**src/rtl/dec3_8_strobe.sv**
```systemverilog
// dec3_8_strobe: sequential 3-to-8 decoder with timed strobe and idle gap.
// Accepts a 3-bit code via ready/valid, drives the matching one-hot line for
// HOLD cycles, then forces GAP all-zero cycles before accepting again.
module dec3_8_strobe #(
  parameter int unsigned HOLD = 4,  // strobe length in cycles, 1..255
  parameter int unsigned GAP  = 1   // idle cycles after each strobe, 0..255
) (
  input  logic       clk,
  input  logic       rst,
  input  logic       in_valid,
  input  logic [2:0] in_code,
  output logic       in_ready,
  output logic [7:0] out_onehot,
  output logic       out_active,
  output logic [2:0] last_code,
  output logic [7:0] strobe_count
);

  typedef enum logic [1:0] {
    S_IDLE,
    S_HOLD,
    S_GAP
  } state_t;

  localparam logic [7:0] HOLD_LD = 8'(HOLD - 1);
  localparam logic [7:0] GAP_LD  = (GAP > 0) ? 8'(GAP - 1) : 8'd0;

  state_t     state;
  logic [7:0] cnt;
  logic       xfer;

  // Ready depends only on registered state and reset, never on in_valid/in_code.
  assign in_ready = (state == S_IDLE) && !rst;
  assign xfer     = in_valid && in_ready;

  // Strobe sequencer: accept, hold one-hot for HOLD cycles, then idle for GAP cycles.
  always_ff @(posedge clk) begin
    if (rst) begin
      state        <= S_IDLE;
      cnt          <= '0;
      out_onehot   <= '0;
      out_active   <= 1'b0;
      last_code    <= '0;
      strobe_count <= '0;
    end else begin
      case (state)
        S_IDLE: begin
          out_onehot <= '0;
          out_active <= 1'b0;
          if (xfer) begin
            last_code  <= in_code;
            cnt        <= HOLD_LD;
            out_onehot <= 8'b1 << in_code;
            out_active <= 1'b1;
            state      <= S_HOLD;
            if (strobe_count != 8'hFF) begin
              strobe_count <= strobe_count + 8'd1;
            end
          end
        end
        S_HOLD: begin
          if (cnt == 8'd0) begin
            out_onehot <= '0;
            out_active <= 1'b0;
            if (GAP > 0) begin
              state <= S_GAP;
              cnt   <= GAP_LD;
            end else begin
              state <= S_IDLE;
            end
          end else begin
            cnt <= cnt - 8'd1;
          end
        end
        S_GAP: begin
          out_onehot <= '0;
          out_active <= 1'b0;
          if (cnt == 8'd0) begin
            state <= S_IDLE;
          end else begin
            cnt <= cnt - 8'd1;
          end
        end
        default: begin
          state      <= S_IDLE;
          cnt        <= '0;
          out_onehot <= '0;
          out_active <= 1'b0;
        end
      endcase
    end
  end

endmodule

```
**config.mk**
```make
export PLATFORM = sky130hd
export DESIGN_NAME = dec3_8_strobe
export DESIGN_NICKNAME = d
export VERILOG_FILES = /design/src/rtl/dec3_8_strobe.sv
export SDC_FILE = /design/constraint.sdc
export NUM_CORES = 1
export LEC_CHECK = 0
export CORE_AREA = 2 2 79 81
export CTS_CLUSTER_DIAMETER = 30
export CTS_CLUSTER_SIZE = 10
export DETAILED_ROUTE_END_ITERATION = 6
export DIE_AREA = 0 0 81 83
export MAX_ROUTING_LAYER = met4
export PLACE_DENSITY = 0.44
export SLEW_MARGIN = 20
export SYNTH_ARGS = -nofsm -noshare
export SYNTH_HDL_FRONTEND = slang
export SYNTH_SLANG_ARGS = --single-unit
```
**constraint.sdc**
```tcl
create_clock -name clk -period 1.6 [get_ports clk]
set_input_delay 0.32 -clock clk [delete_from_list [all_inputs] [get_ports clk]]
set_output_delay 0.32 -clock clk [all_outputs]
set_load 0.005 [all_outputs]
```
==> results.txt <==
----------------------------------------------------
[Placement]
  Placed wire-length estimate ... 2991 um
  Count of placed standard cells including taps ... 290
  Global placer's final weighted congestion ... 0.9715
  Port Buffers ... 26
  Cell area after placement ... 0.001987 sq mm
  Pre-CTS WS ... -0.4758 ns

[Timing]
  Normalized max-slew margin ... 76.82%
  Final sum of negative setup slack ... -0.05986 ns
  Setup-failing EPs final ... 2
  Final Skew ... 0.007322 ns
  Final period util ... 102.5%
  Hold Worst Slack ... 0.4520 ns
  Timing-limited maximum frequency ... 609.5 MHz
  Setup repair after global routing missed its margin ... yes
  Final Max Tran Viols ... 0
  Number of hold violations in the final report ... 0
  Worst setup slack after layout ... -0.04076 ns
  Actual transition at the worst max-transition pin ... 0.3470 ns
  Min cycle time layout ... 1.641 ns

[Clock network]
  Clock tree buffer depth ... 2
  Buffer type at the clock tree root ... sky130_fd_sc_hd__clkbuf_8
  CTS tree ... yes
  Clock sink count ... 30
  CTS clk-pin slew, worst paths ... 0.06 ns
  Cts bufs inserted ... 5
  Insertion delay to the later sink of the worst-skew pair ... 0.28 ns
  Number of H-tree levels ... 2

[Synth]
  Synth top area share ... 42.67%
  Yosys warning count ... 0
  Distinct cells, synth ... 43
  Post-Syn Nets ... 171
  Cells after Synth ... 162
  Share of flip-flops with an asynchronous set or reset ... 0%
  #FFs+latches synth ... 30
  Area of the mapped netlist ... 0.001408 sq mm
  Post-synthesis average cell area ... 8.689 sq um
  Synth cell count leaders ... 30 x sky130_fd_sc_hd__dfxtp_1, 15 x sky130_fd_sc_hd__a21oi_1, 13 x sky130_fd_sc_hd__nand2_1, 13 x sky130_fd_sc_hd__nor2_1, 10 x sky130_fd_sc_hd__o21ai_0
  Most frequent cell after synthesis ... sky130_fd_sc_hd__dfxtp_1
  Post-synth EDFFs ... 0
  Sequential area share after synthesis ... 42.67%
  Most instantiated flip-flop cell in the synthesis netlist ... sky130_fd_sc_hd__dfxtp_1
  Leading post-synthesis cells by cell area ... sky130_fd_sc_hd__dfxtp_1 43%, sky130_fd_sc_hd__a21oi_1 5.3%, sky130_fd_sc_hd__o21ai_0 3.6%
  Cell type with the highest aggregate area in the netlist ... sky130_fd_sc_hd__dfxtp_1

[GRT]
  Number of global-route vias before repair ... 1572
  Pin count of the biggest net entering global routing ... 11
  Busiest metal layer after global routing ... met2
  M2 GR Usage ... 22.24%
  Wire length of the first global-routing pass ... 7051 um
  Overall fraction of global-route tracks in use ... 13.43%
  Antenna violations before repair ... 0
  Global-route track usage on met1 ... 15.34%
  Overflow left after global routing ... 0
  Global routing met3 resource utilization ... 3.696%

[Die]
  Area of the die ... 0.006723 sq mm
  Core ar. ... 0.005816 sq mm
  Rows ... 28
  I/O pins ... 27
  Die Span X ... 81 um
  Die height ... 83 um
  Initial core utilization ... 24.20%

[Worst setup path]
  Startpoint-to-endpoint class of the critical path ... reg -> reg
  Cell type with the highest occurrence count on the critical path ... sky130_fd_sc_hd__or4_4
  Kind of end point of the critical path ... flip-flop
  Standard cell with the maximum stage delay on the critical path ... sky130_fd_sc_hd__or4_4
  CP Data Arrival Time ... 1.85 ns
  Cells along the critical path ... or4_4 -> or4_4 -> a21oi_2
  Total buffers and inverters traversed by the critical path ... 0
  Gate family responsible for the most delay along the worst path ... simple AND/OR/NAND/NOR gates
  Critical Path Start Type ... flip-flop
  Crit-path max FO ... 5
  Worst endpoint required time ... 1.81 ns
  Slowest stage delay, CP ... 0.59 ns

[Cells and area]
  Antenna Cells ... 0
  Area Growth Syn to Fin ... 62.40%
  Fraction of final layout cells sized beyond drive strength 1 ... 37.34%
  Layout Nets ... 242
  Final design instance area without fill ... 0.002286 sq mm
  Final non-filler cell total ... 308
  Number of filler cells placed in the layout ... 615

[Power]
  Static leakage ... 0.8914 nW
  Worst supply voltage drop on vdd ... 499.4 uV
  Pwr/cell area ... 1565 mW/mm^2

[Worst hold path]
  Path class of the lowest-slack min-delay path ... reg -> reg

[Routing]
  First-pass iteration count of the detailed router ... 4
  Detailed Route Iter0 Violations ... 51
  DR DRC count ... 0
  Via count ... 1501
  Number of nets with antenna violations after detailed routing ... 0
  Wire length after detailed routing ... 4139 um
  Routed length per placed instance ... 13.44 um
  Post-detailed-route via-to-cell ratio ... 4.873

[Status]
  Run status ... complete, but fails checks
  Failing checks ... setup timing

[Flow run]
  Number of violations of the max-capacitance limit ... 0

----------------------------------------------------
[area by class of cell]
| type | instances | area [sq um] | area share [%] |
|---|---|---|---|
| repair buffers | 70 | 598.1 | 26.16 |
| clock buffers | 5 | 68.82 | 3.010 |
| flip-flops and latches | 30 | 615.6 | 26.93 |
| inverters | 7 | 26.28 | 1.149 |
| well taps | 75 | 93.84 | 4.105 |
| multi-input cells | 119 | 873.3 | 38.20 |
| clock inverters | 2 | 10.01 | 0.4379 |
[per-stage QoR]
| step | power [mW] | util [%] |
|---|---|---|
| floorplan | 1.845 | - |
| global placement | 2.544 | 34.17 |
| detailed placement | 2.542 | 34.17 |
| CTS | 3.371 | 37.54 |
| global route | 3.825 | 39.31 |
| finish | 3.577 | 39.31 |
[worst reg2reg max path, stage by stage, from the launching register on]
cell	delay (ns)
sky130_fd_sc_hd__dfxtp_2	0.32
sky130_fd_sc_hd__or4_4	0.59
sky130_fd_sc_hd__or4_4	0.54
sky130_fd_sc_hd__a21oi_2	0.14
[timing repair]
action | CTS | global route
endpoints found under the hold margin | 0 | 0
buffers inserted | 8 | 4
pin swaps | 11 | 13
hold buffers | 0 | 0
setup endpoints to repair | 18 | 19
gates resized for setup | 25 | 21
[path summary, 6_finish.rpt]
kind | start | to | slack [ns] | depth (start not counted)
worst max-delay path | cnt[3] | cnt[6] | -0.04 | 3
worst min-delay path | out_onehot[7] | out_onehot[7] | 0.45 | 2
worst max register to register | cnt[3] | cnt[6] | -0.04 | 3
worst min register to register | out_onehot[7] | out_onehot[7] | 0.45 | 2
[power by group]
group,total (mW),leakage (nW),switching [mW],internal (mW)
Sequential,0.979,0.248,0.0952,0.883
Combinational,2.03,0.599,0.931,1.10
Clock,0.567,0.0438,0.276,0.291
Total,3.58,0.891,1.30,2.27
[flip-flops by register name (all words and copies together) (netlist names)]
name,cells
cnt,8
state,2
strobe_count,8
out_onehot,8
out_active,1
last_code,3
[layout by cell type, fill, tap and decap left out, types with 3 or more instances in the layout]
master and instances:
sky130_fd_sc_hd__a21oi_1 12, sky130_fd_sc_hd__a21oi_2 4, sky130_fd_sc_hd__a32o_1 3, sky130_fd_sc_hd__buf_4 40, sky130_fd_sc_hd__buf_6 4, sky130_fd_sc_hd__clkbuf_8 5
sky130_fd_sc_hd__clkdlybuf4s50_1 23, sky130_fd_sc_hd__dfxtp_1 20, sky130_fd_sc_hd__dfxtp_2 9, sky130_fd_sc_hd__inv_1 5, sky130_fd_sc_hd__mux2i_1 3, sky130_fd_sc_hd__nand2_1 13
sky130_fd_sc_hd__nand2b_1 3, sky130_fd_sc_hd__nand3_1 6, sky130_fd_sc_hd__nor2_1 11, sky130_fd_sc_hd__nor3_1 4, sky130_fd_sc_hd__o21ai_0 5, sky130_fd_sc_hd__o21ai_1 5
sky130_fd_sc_hd__o31ai_1 5, sky130_fd_sc_hd__or3_1 4
[cells by family (layout without fill, tap and decap cells)]
kind of cell	after synthesis	count (layout)	share of synthesized area (%)
adder cells (fa/ha/maj)	3	3	2.667
AND/OR/NAND/NOR	61	61	24.00
flip-flops	30	30	42.67
XOR/XNOR	1	1	0.6223
multiplexers	3	3	2.133
buffers and inverters	13	84	4.089
AO/OA/AOI/OAI	51	51	23.82
[layer usage]
| layer | vias up | share of wire [%] |
|---|---|---|
| met5 | - | 0 |
| met4 | 0 | 1.9 |
| met3 | 9 | 4.4 |
| met2 | 37 | 51 |
| met1 | 713 | 42 |
| li1 | 742 | - |
Power figures use the tool's default switching activity.
